## config.mk

```make
export PLATFORM = sky130hd
export DESIGN_NAME = cpu_axi_arbiter_flat
export DESIGN_NICKNAME = d
export VERILOG_FILES = /design/src/rtl/cpu_axi_arbiter_if.sv /design/src/rtl/cpu_axi_arbiter.sv /design/src/flat_wrapper.sv
export SDC_FILE = /design/constraint.sdc
export NUM_CORES = 1
export LEC_CHECK = 0
export ABC_CLOCK_PERIOD_IN_PS = 1700
export BUFFER_PORTS_ARGS = -buffer_cell sky130_fd_sc_hd__buf_2
export CAP_MARGIN = 5
export CORE_AREA = 2 2 130 132
export CTS_CLUSTER_DIAMETER = 150
export DETAILED_ROUTE_END_ITERATION = 6
export DIE_AREA = 0 0 132 134
export GPL_TIMING_DRIVEN = 0
export PLACE_DENSITY_LB_ADDON = 0.12
export SYNTH_ARGS = -nofsm -noshare
export SYNTH_HDL_FRONTEND = slang
export SYNTH_SLANG_ARGS = --single-unit
export TNS_END_PERCENT = 20
```

## constraint.sdc

```tcl
create_clock -name aclk -period 1.7 [get_ports aclk]
set_clock_uncertainty 0.15 [all_clocks]
set_input_delay 0.255 -clock aclk [delete_from_list [all_inputs] [get_ports aclk]]
set_output_delay 0.255 -clock aclk [all_outputs]
set_load 0.1 [all_outputs]
```

## src/rtl/cpu_axi_arbiter_if.sv

```systemverilog
// Core-side request/ack ports plus the AXI master channels of the fetch/data arbiter.
// master = arbiter view, slave = memory system / core environment view.
interface cpu_axi_arbiter_if;
   logic        inst_req;
   logic [31:0] inst_addr;
   logic [31:0] inst_rdata;
   logic        inst_data_ok;

   logic        data_req;
   logic        data_wr;
   logic [1:0]  data_size;
   logic [31:0] data_addr;
   logic [31:0] data_wdata;
   logic [31:0] data_rdata;
   logic        data_data_ok;

   logic        fetch_stall;
   logic        memory_stall;

   logic [3:0]  arid;
   logic [31:0] araddr;
   logic [2:0]  arsize;
   logic        arvalid;
   logic        arready;

   logic [3:0]  rid;
   logic [31:0] rdata;
   logic        rlast;
   logic        rvalid;
   logic        rready;

   logic [3:0]  awid;
   logic [31:0] awaddr;
   logic [2:0]  awsize;
   logic        awvalid;
   logic        awready;

   logic [31:0] wdata;
   logic [3:0]  wstrb;
   logic        wlast;
   logic        wvalid;
   logic        wready;

   logic [3:0]  bid;
   logic        bvalid;
   logic        bready;

   modport master (
      input  inst_req, inst_addr, data_req, data_wr, data_size, data_addr, data_wdata,
      input  arready, rid, rdata, rlast, rvalid, awready, wready, bid, bvalid,
      output inst_rdata, inst_data_ok, data_rdata, data_data_ok, fetch_stall, memory_stall,
      output arid, araddr, arsize, arvalid, rready,
      output awid, awaddr, awsize, awvalid, wdata, wstrb, wlast, wvalid, bready
   );

   modport slave (
      output inst_req, inst_addr, data_req, data_wr, data_size, data_addr, data_wdata,
      output arready, rid, rdata, rlast, rvalid, awready, wready, bid, bvalid,
      input  inst_rdata, inst_data_ok, data_rdata, data_data_ok, fetch_stall, memory_stall,
      input  arid, araddr, arsize, arvalid, rready,
      input  awid, awaddr, awsize, awvalid, wdata, wstrb, wlast, wvalid, bready
   );
endinterface

```

## src/rtl/cpu_axi_arbiter.sv

```systemverilog
// Shares one AXI master between fetch and data ports, one transaction in flight; read data_ok
// two cycles after acceptance with a zero-wait slave, the losing requester stalls until served.
module cpu_axi_arbiter #(
   parameter logic [3:0] INST_ID       = 4'd0,
   parameter logic [3:0] DATA_ID       = 4'd1,
   parameter bit         DATA_PRIORITY = 1'b1
) (
   input  logic              aclk,
   input  logic              aresetn,
   cpu_axi_arbiter_if.master bus
);
   typedef enum logic [2:0] {IDLE, RD_ADDR, RD_DATA, WR_ADDR, WR_RESP} state_e;

   state_e      state_q, state_d;
   logic        owner_data_q, owner_data_d;
   logic [3:0]  id_q, id_d;
   logic [31:0] addr_q, addr_d;
   logic [2:0]  size_q, size_d;
   logic [31:0] wdata_q, wdata_d;
   logic [3:0]  wstrb_q, wstrb_d;
   logic        aw_done_q, aw_done_d;
   logic        w_done_q, w_done_d;

   logic        pick_data;
   logic        rd_done;
   logic        wr_done;
   logic        aw_hit;
   logic        w_hit;
   logic        wvalid_o;
   logic        inst_ok;
   logic        data_ok;
   logic [3:0]  strb_new;
   logic        unused_ids;

   always_comb begin
      case (bus.data_size)
         2'd0:    strb_new = 4'b0001 << bus.data_addr[1:0];
         2'd1:    strb_new = 4'b0011 << {bus.data_addr[1], 1'b0};
         default: strb_new = 4'b1111;
      endcase
   end

   assign pick_data = bus.data_req & (DATA_PRIORITY | ~bus.inst_req);
   assign rd_done   = (state_q == RD_DATA) & bus.rvalid & bus.rlast;
   assign wr_done   = (state_q == WR_RESP) & bus.bvalid;
   // aw and w complete independently; remember whichever finished first
   assign aw_hit    = aw_done_q | bus.awready;
   assign w_hit     = w_done_q | bus.wready;

   always_comb begin
      state_d      = state_q;
      owner_data_d = owner_data_q;
      id_d         = id_q;
      addr_d       = addr_q;
      size_d       = size_q;
      wdata_d      = wdata_q;
      wstrb_d      = wstrb_q;
      aw_done_d    = aw_done_q;
      w_done_d     = w_done_q;
      case (state_q)
         IDLE: begin
            if (bus.inst_req | bus.data_req) begin
               owner_data_d = pick_data;
               aw_done_d    = 1'b0;
               w_done_d     = 1'b0;
               if (pick_data) begin
                  id_d    = DATA_ID;
                  addr_d  = bus.data_addr;
                  size_d  = {1'b0, bus.data_size};
                  wdata_d = bus.data_wdata;
                  wstrb_d = strb_new;
                  state_d = bus.data_wr ? WR_ADDR : RD_ADDR;
               end else begin
                  id_d    = INST_ID;
                  addr_d  = bus.inst_addr;
                  size_d  = 3'd2;
                  wdata_d = '0;
                  wstrb_d = '0;
                  state_d = RD_ADDR;
               end
            end
         end
         RD_ADDR: if (bus.arready) state_d = RD_DATA;
         RD_DATA: if (bus.rvalid & bus.rlast) state_d = IDLE;
         WR_ADDR: begin
            if (aw_hit & w_hit) begin
               state_d   = WR_RESP;
               aw_done_d = 1'b0;
               w_done_d  = 1'b0;
            end else begin
               aw_done_d = aw_hit;
               w_done_d  = w_hit;
            end
         end
         WR_RESP: if (bus.bvalid) state_d = IDLE;
         default: state_d = IDLE;
      endcase
   end

   always_ff @(posedge aclk or negedge aresetn) begin
      if (!aresetn) begin
         state_q      <= IDLE;
         owner_data_q <= 1'b0;
         id_q         <= '0;
         addr_q       <= '0;
         size_q       <= '0;
         wdata_q      <= '0;
         wstrb_q      <= '0;
         aw_done_q    <= 1'b0;
         w_done_q     <= 1'b0;
      end else begin
         state_q      <= state_d;
         owner_data_q <= owner_data_d;
         id_q         <= id_d;
         addr_q       <= addr_d;
         size_q       <= size_d;
         wdata_q      <= wdata_d;
         wstrb_q      <= wstrb_d;
         aw_done_q    <= aw_done_d;
         w_done_q     <= w_done_d;
      end
   end

   assign wvalid_o = (state_q == WR_ADDR) & ~w_done_q;
   assign inst_ok  = rd_done & ~owner_data_q;
   assign data_ok  = (rd_done | wr_done) & owner_data_q;

   assign bus.arid    = id_q;
   assign bus.araddr  = addr_q;
   assign bus.arsize  = size_q;
   assign bus.arvalid = (state_q == RD_ADDR);
   assign bus.rready  = (state_q == RD_DATA);
   assign bus.awid    = id_q;
   assign bus.awaddr  = addr_q;
   assign bus.awsize  = size_q;
   assign bus.awvalid = (state_q == WR_ADDR) & ~aw_done_q;
   assign bus.wdata   = wdata_q;
   assign bus.wstrb   = wstrb_q;
   assign bus.wlast   = wvalid_o;
   assign bus.wvalid  = wvalid_o;
   assign bus.bready  = (state_q == WR_RESP);

   assign bus.inst_data_ok = inst_ok;
   assign bus.data_data_ok = data_ok;
   assign bus.inst_rdata   = inst_ok ? bus.rdata : '0;
   assign bus.data_rdata   = data_ok ? bus.rdata : '0;
   // stalls are forced low while reset is held, even if the core keeps requesting
   assign bus.fetch_stall  = aresetn & bus.inst_req & ~inst_ok;
   assign bus.memory_stall = aresetn & bus.data_req & ~data_ok;

   assign unused_ids = ^{bus.rid, bus.bid};
endmodule
```

## src/flat_wrapper.sv

```systemverilog
// flat-port wrapper written by rule: the top's interface ports become plain ports
module cpu_axi_arbiter_flat 
#(
   parameter logic [3:0] INST_ID       = 4'd0,
   parameter logic [3:0] DATA_ID       = 4'd1,
   parameter bit         DATA_PRIORITY = 1'b1
)
  (aclk, aresetn, bus_inst_req, bus_inst_addr, bus_data_req, bus_data_wr, bus_data_size, bus_data_addr, bus_data_wdata, bus_arready, bus_rid, bus_rdata, bus_rlast, bus_rvalid, bus_awready, bus_wready, bus_bid, bus_bvalid, bus_inst_rdata, bus_inst_data_ok, bus_data_rdata, bus_data_data_ok, bus_fetch_stall, bus_memory_stall, bus_arid, bus_araddr, bus_arsize, bus_arvalid, bus_rready, bus_awid, bus_awaddr, bus_awsize, bus_awvalid, bus_wdata, bus_wstrb, bus_wlast, bus_wvalid, bus_bready);
  cpu_axi_arbiter_if bus_i ();
  input  logic aclk;
  input  logic aresetn;
  input wire logic [$bits(bus_i.inst_req)-1:0] bus_inst_req;
  input wire logic [$bits(bus_i.inst_addr)-1:0] bus_inst_addr;
  input wire logic [$bits(bus_i.data_req)-1:0] bus_data_req;
  input wire logic [$bits(bus_i.data_wr)-1:0] bus_data_wr;
  input wire logic [$bits(bus_i.data_size)-1:0] bus_data_size;
  input wire logic [$bits(bus_i.data_addr)-1:0] bus_data_addr;
  input wire logic [$bits(bus_i.data_wdata)-1:0] bus_data_wdata;
  input wire logic [$bits(bus_i.arready)-1:0] bus_arready;
  input wire logic [$bits(bus_i.rid)-1:0] bus_rid;
  input wire logic [$bits(bus_i.rdata)-1:0] bus_rdata;
  input wire logic [$bits(bus_i.rlast)-1:0] bus_rlast;
  input wire logic [$bits(bus_i.rvalid)-1:0] bus_rvalid;
  input wire logic [$bits(bus_i.awready)-1:0] bus_awready;
  input wire logic [$bits(bus_i.wready)-1:0] bus_wready;
  input wire logic [$bits(bus_i.bid)-1:0] bus_bid;
  input wire logic [$bits(bus_i.bvalid)-1:0] bus_bvalid;
  output wire logic [$bits(bus_i.inst_rdata)-1:0] bus_inst_rdata;
  output wire logic [$bits(bus_i.inst_data_ok)-1:0] bus_inst_data_ok;
  output wire logic [$bits(bus_i.data_rdata)-1:0] bus_data_rdata;
  output wire logic [$bits(bus_i.data_data_ok)-1:0] bus_data_data_ok;
  output wire logic [$bits(bus_i.fetch_stall)-1:0] bus_fetch_stall;
  output wire logic [$bits(bus_i.memory_stall)-1:0] bus_memory_stall;
  output wire logic [$bits(bus_i.arid)-1:0] bus_arid;
  output wire logic [$bits(bus_i.araddr)-1:0] bus_araddr;
  output wire logic [$bits(bus_i.arsize)-1:0] bus_arsize;
  output wire logic [$bits(bus_i.arvalid)-1:0] bus_arvalid;
  output wire logic [$bits(bus_i.rready)-1:0] bus_rready;
  output wire logic [$bits(bus_i.awid)-1:0] bus_awid;
  output wire logic [$bits(bus_i.awaddr)-1:0] bus_awaddr;
  output wire logic [$bits(bus_i.awsize)-1:0] bus_awsize;
  output wire logic [$bits(bus_i.awvalid)-1:0] bus_awvalid;
  output wire logic [$bits(bus_i.wdata)-1:0] bus_wdata;
  output wire logic [$bits(bus_i.wstrb)-1:0] bus_wstrb;
  output wire logic [$bits(bus_i.wlast)-1:0] bus_wlast;
  output wire logic [$bits(bus_i.wvalid)-1:0] bus_wvalid;
  output wire logic [$bits(bus_i.bready)-1:0] bus_bready;
  assign bus_i.inst_req = bus_inst_req;
  assign bus_i.inst_addr = bus_inst_addr;
  assign bus_i.data_req = bus_data_req;
  assign bus_i.data_wr = bus_data_wr;
  assign bus_i.data_size = bus_data_size;
  assign bus_i.data_addr = bus_data_addr;
  assign bus_i.data_wdata = bus_data_wdata;
  assign bus_i.arready = bus_arready;
  assign bus_i.rid = bus_rid;
  assign bus_i.rdata = bus_rdata;
  assign bus_i.rlast = bus_rlast;
  assign bus_i.rvalid = bus_rvalid;
  assign bus_i.awready = bus_awready;
  assign bus_i.wready = bus_wready;
  assign bus_i.bid = bus_bid;
  assign bus_i.bvalid = bus_bvalid;
  assign bus_inst_rdata = bus_i.inst_rdata;
  assign bus_inst_data_ok = bus_i.inst_data_ok;
  assign bus_data_rdata = bus_i.data_rdata;
  assign bus_data_data_ok = bus_i.data_data_ok;
  assign bus_fetch_stall = bus_i.fetch_stall;
  assign bus_memory_stall = bus_i.memory_stall;
  assign bus_arid = bus_i.arid;
  assign bus_araddr = bus_i.araddr;
  assign bus_arsize = bus_i.arsize;
  assign bus_arvalid = bus_i.arvalid;
  assign bus_rready = bus_i.rready;
  assign bus_awid = bus_i.awid;
  assign bus_awaddr = bus_i.awaddr;
  assign bus_awsize = bus_i.awsize;
  assign bus_awvalid = bus_i.awvalid;
  assign bus_wdata = bus_i.wdata;
  assign bus_wstrb = bus_i.wstrb;
  assign bus_wlast = bus_i.wlast;
  assign bus_wvalid = bus_i.wvalid;
  assign bus_bready = bus_i.bready;
  cpu_axi_arbiter #(.INST_ID(INST_ID), .DATA_ID(DATA_ID), .DATA_PRIORITY(DATA_PRIORITY)) u_core (.aclk(aclk), .aresetn(aresetn), .bus(bus_i));
endmodule
```

==> results by group <==
Synthesis
  • Sequential share of the synthesized area: about 44%
  • Post-synth cell types: 37
  • YS warnings: 0
  • Yosys reg bits: 76
  • Synth Instances: 359
  • Post-synth EDFFs: 0
  • FFs w/ async S/R, synth: 100%
  • Dominant synthesized flop cell: dfrtp_1
  • Synthesized area: ~4300 um^2
  • Syn_area_per_cell: 12.0 um^2

Place
  • Area post-placement: ~6500 um^2
  • Final HPWL DP: 11400 um
  • Place WS: -816 ps
  • Placer congestion estimate: between 0.8 and 0.9
  • IO buf count: 320

Routing
  • Routed vias: approximately 4200
  • Post-route antenna net violation count: 0
  • WL/cell: 16.4 um
  • Drt via density: 4.23
  • First-pass DRT Iterations: 4
  • Initial DRC count: around 140
  • # DRC: 0
  • Routed wire length: 16100 um

Worst setup path
  • Worst path buffer plus inverter count: 3
  • Slowest stage cell on the critical path: dfrtp_1
  • CP max FO: 6
  • Largest delay contributor family on the critical path: buffers and inverters
  • Reg2reg path depth: 7
  • Max incr delay on CP: ~420 ps
  • CP endpoint kind: output pin
  • R2r startpoint: u_core.state_q[2]
  • Worst setup SP type: flip-flop
  • CP cell instances: nand4b_1, a21oi_4, buf_12, clkbuf_16, and2_4, buf_12
  • CP Data Arrival Time: 1850 ps
  • Reg2reg end: u_core.bus.araddr[29]
  • Required @ worst endpoint: 1290 ps
  • Setup CP Type: flip-flop to output pin
  • CP most frequent cell: buf_12
  • Reg2reg setup slack: -350 ps

GRT
  • Total track usage: roughly 18%
  • Vias in the first global route: roughly 4400
  • Total congestion overflow: 0
  • Initial antenna violation count: 3
  • Largest net degree at the start of global routing: 47
  • Global-route wire length before repair: between 20000 and 25000 um

STA
  • Final Max Tran Viols: 0
  • RSZ-0062 raised after global routing: true
  • Setup violators final: 147
  • Worst slew pin tran: between 500 and 600 ps
  • Fmax: 0.443 GHz
  • Slew HR: 60.7%
  • Final min period: approximately 2300 ps
  • Final Hold Viols: 0
  • Setup ws final: -559 ps
  • Period utilization: 133%

Layout
  • Share of cells above drive strength 1: 75.1%
  • Fill count: 1365
  • Post-route design area: 8640 um^2
  • Area grow syn2layout: 101%
  • # nets final: 903

Clocking
  • Worst skew pair latency: around 340 ps
  • H-tree depth: 3
  • CTS root buf: clkbuf_16
  • Cts bufs inserted: 9
  • CTS max path bufs: 2
  • Clk slew on worst S/H paths: 60 ps
  • Clk sinks: 76
  • CTS tree: done

Run status
  • Failing checks: setup timing
  • Status: complete, but fails checks

Min path
  • Hold_sp: bus_data_size[0]
  • HP Class: primary input to flip-flop
  • Min-Delay Path Depth: 2
  • Hold EP: u_core.bus.arsize[0]

Job
  • Max Cap Viol: 0

Floorplan
  • Die width: ~130 um
  • Row count: 47
  • # IOs: about 340
  • Core area: around 16000 um^2
  • Starting Density: 26.4%
  • Die ar.: between 15000 and 20000 um^2
  • Die Y: 134 um
==> registers in the layout, indices dropped and copies added, names as in the netlist <==
| register | cells |
|---|---|
| u_core.w_done_q | 1 |
| u_core.bus.wdata | 32 |
| u_core.bus.araddr | 32 |
| u_core.bus.wstrb | 4 |
| u_core.bus.arid | 1 |
| u_core.state_q | 3 |
| u_core.bus.arsize | 2 |
| u_core.aw_done_q | 1 |
==> how the worst max path moves through the flow <==
stage                                  from                 end  depth (start not counted)
after global placement              aresetn     bus_fetch_stall                          4
after detailed placement  u_core.state_q[1]  bus_data_rdata[18]                          6
after CTS                 u_core.state_q[2]  bus_data_rdata[11]                          7
after global routing      u_core.state_q[2]  bus_data_rdata[17]                          6
final                     u_core.state_q[2]  bus_data_rdata[15]                          6
after floorplan           u_core.state_q[2]          bus_wvalid                          4
==> layout make-up <==
class	instances	area, um^2	share of cell area (%)
Clock inverter	6	48.8	0.565
Sequential cell	76	1900	22.0
Clock buffer	10	229	2.65
Inverter	2	7.51	0.0869
Antenna cell	2	5.00	0.0579
Buffer	67	637	7.37
Multi-Input combinational cell	219	2120	24.5
Tap cell	220	275	3.19
Timing Repair Buffer	379	3410	39.5
==> synthesized netlist by cell type, drive strengths merged, types with 3 or more instances <==
cell | n | area share (%)
nand2b | 4 | 0.76
dfrtp | 76 | 44
a21oi | 4 | 0.55
nand2 | 5 | 0.44
o21ai | 3 | 0.35
buf | 62 | 12
nor2 | 10 | 0.87
a22o | 35 | 7.1
mux2 | 64 | 19
and2 | 66 | 9.6
o2bb2ai | 3 | 0.61
clkbuf | 7 | 0.61
==> layer usage <==
metal / share of wire [%] / global-route usage [%] / routed length, um / up-vias
li1: - / - / - / 1975
met1: 37 / 19.4 / 6020 / 1938
met2: 51 / 31.2 / 8210 / 212
met3: 8.3 / 6.16 / 1330 / 24
met4: 3.1 / 8.39 / 502 / 2
met5: 0.11 / 0 / 17 / -
==> cells by family (layout without fill, tap and decap cells) <==
family | Yosys count | count (layout) | share of synthesized area, %
buffers and inverters | 71 | 464 | 12.3
DFF | 76 | 76 | 44.2
muxes | 65 | 65 | 19.8
other | 1 | 10 | 0.0871
AOI/OAI and AO/OA | 53 | 53 | 10.1
and+or+nand+nor | 93 | 93 | 13.6
==> placed cells by master, fill, tap and decap left out, types with 4 or more instances in the layout <==
cell type      synthesis  layout
dfrtp_1               76      74
mux2_4                28      28
buf_12                 3      81
mux2_2                36      36
buf_8                  0       6
buf_4                 51      74
buf_6                  2       9
a22o_1                35      35
nor2_1                10       4
clkbuf_16              0      12
dlygate4sd3_1          0      33
conb_1                 1       8
buf_2                  6     235
nand2_1                5       5
and2_4                 0      59
and2_2                 1       6
nor2_4                 0       5
==> worst register-to-register path: stages (launching register included) <==
cell,delay (ps)
dfrtp_1,420
buf_4,160
buf_4,150
nor3_4,260
o21a_1,180
buf_6,160
buf_12,160
mux2_4,300
==> through the flow <==
| stage | utilization (%) | TNS [ps] | hold slack (ps) | std cells |
|---|---|---|---|---|
| CTS | 52.2 | -57770 | 17.5 | 975 |
| global route | 53.0 | -64410 | 28.0 | 981 |
| detailed placement | 39.9 | -51120 | 79.5 | 907 |
| floorplan | - | -18090 | -191 | 366 |
| global placement | 39.7 | -75460 | 321 | 906 |
| finish | 53.0 | -51600 | 34.7 | 981 |
==> repair_timing <==
action | 4_1_cts | 5_1_grt
setup buffers | 15 | 4
gates resized for setup | 321 | 25
setup endpoints to repair | 144 | 158
endpoints found under the hold margin | 62 | 0
cloned | 4 | 1
pin swaps | 31 | 21
hold buffers | 34 | 0
Power is not shown: default switching activity piles up to over one toggle a cycle in this logic, so the estimate is an artifact.
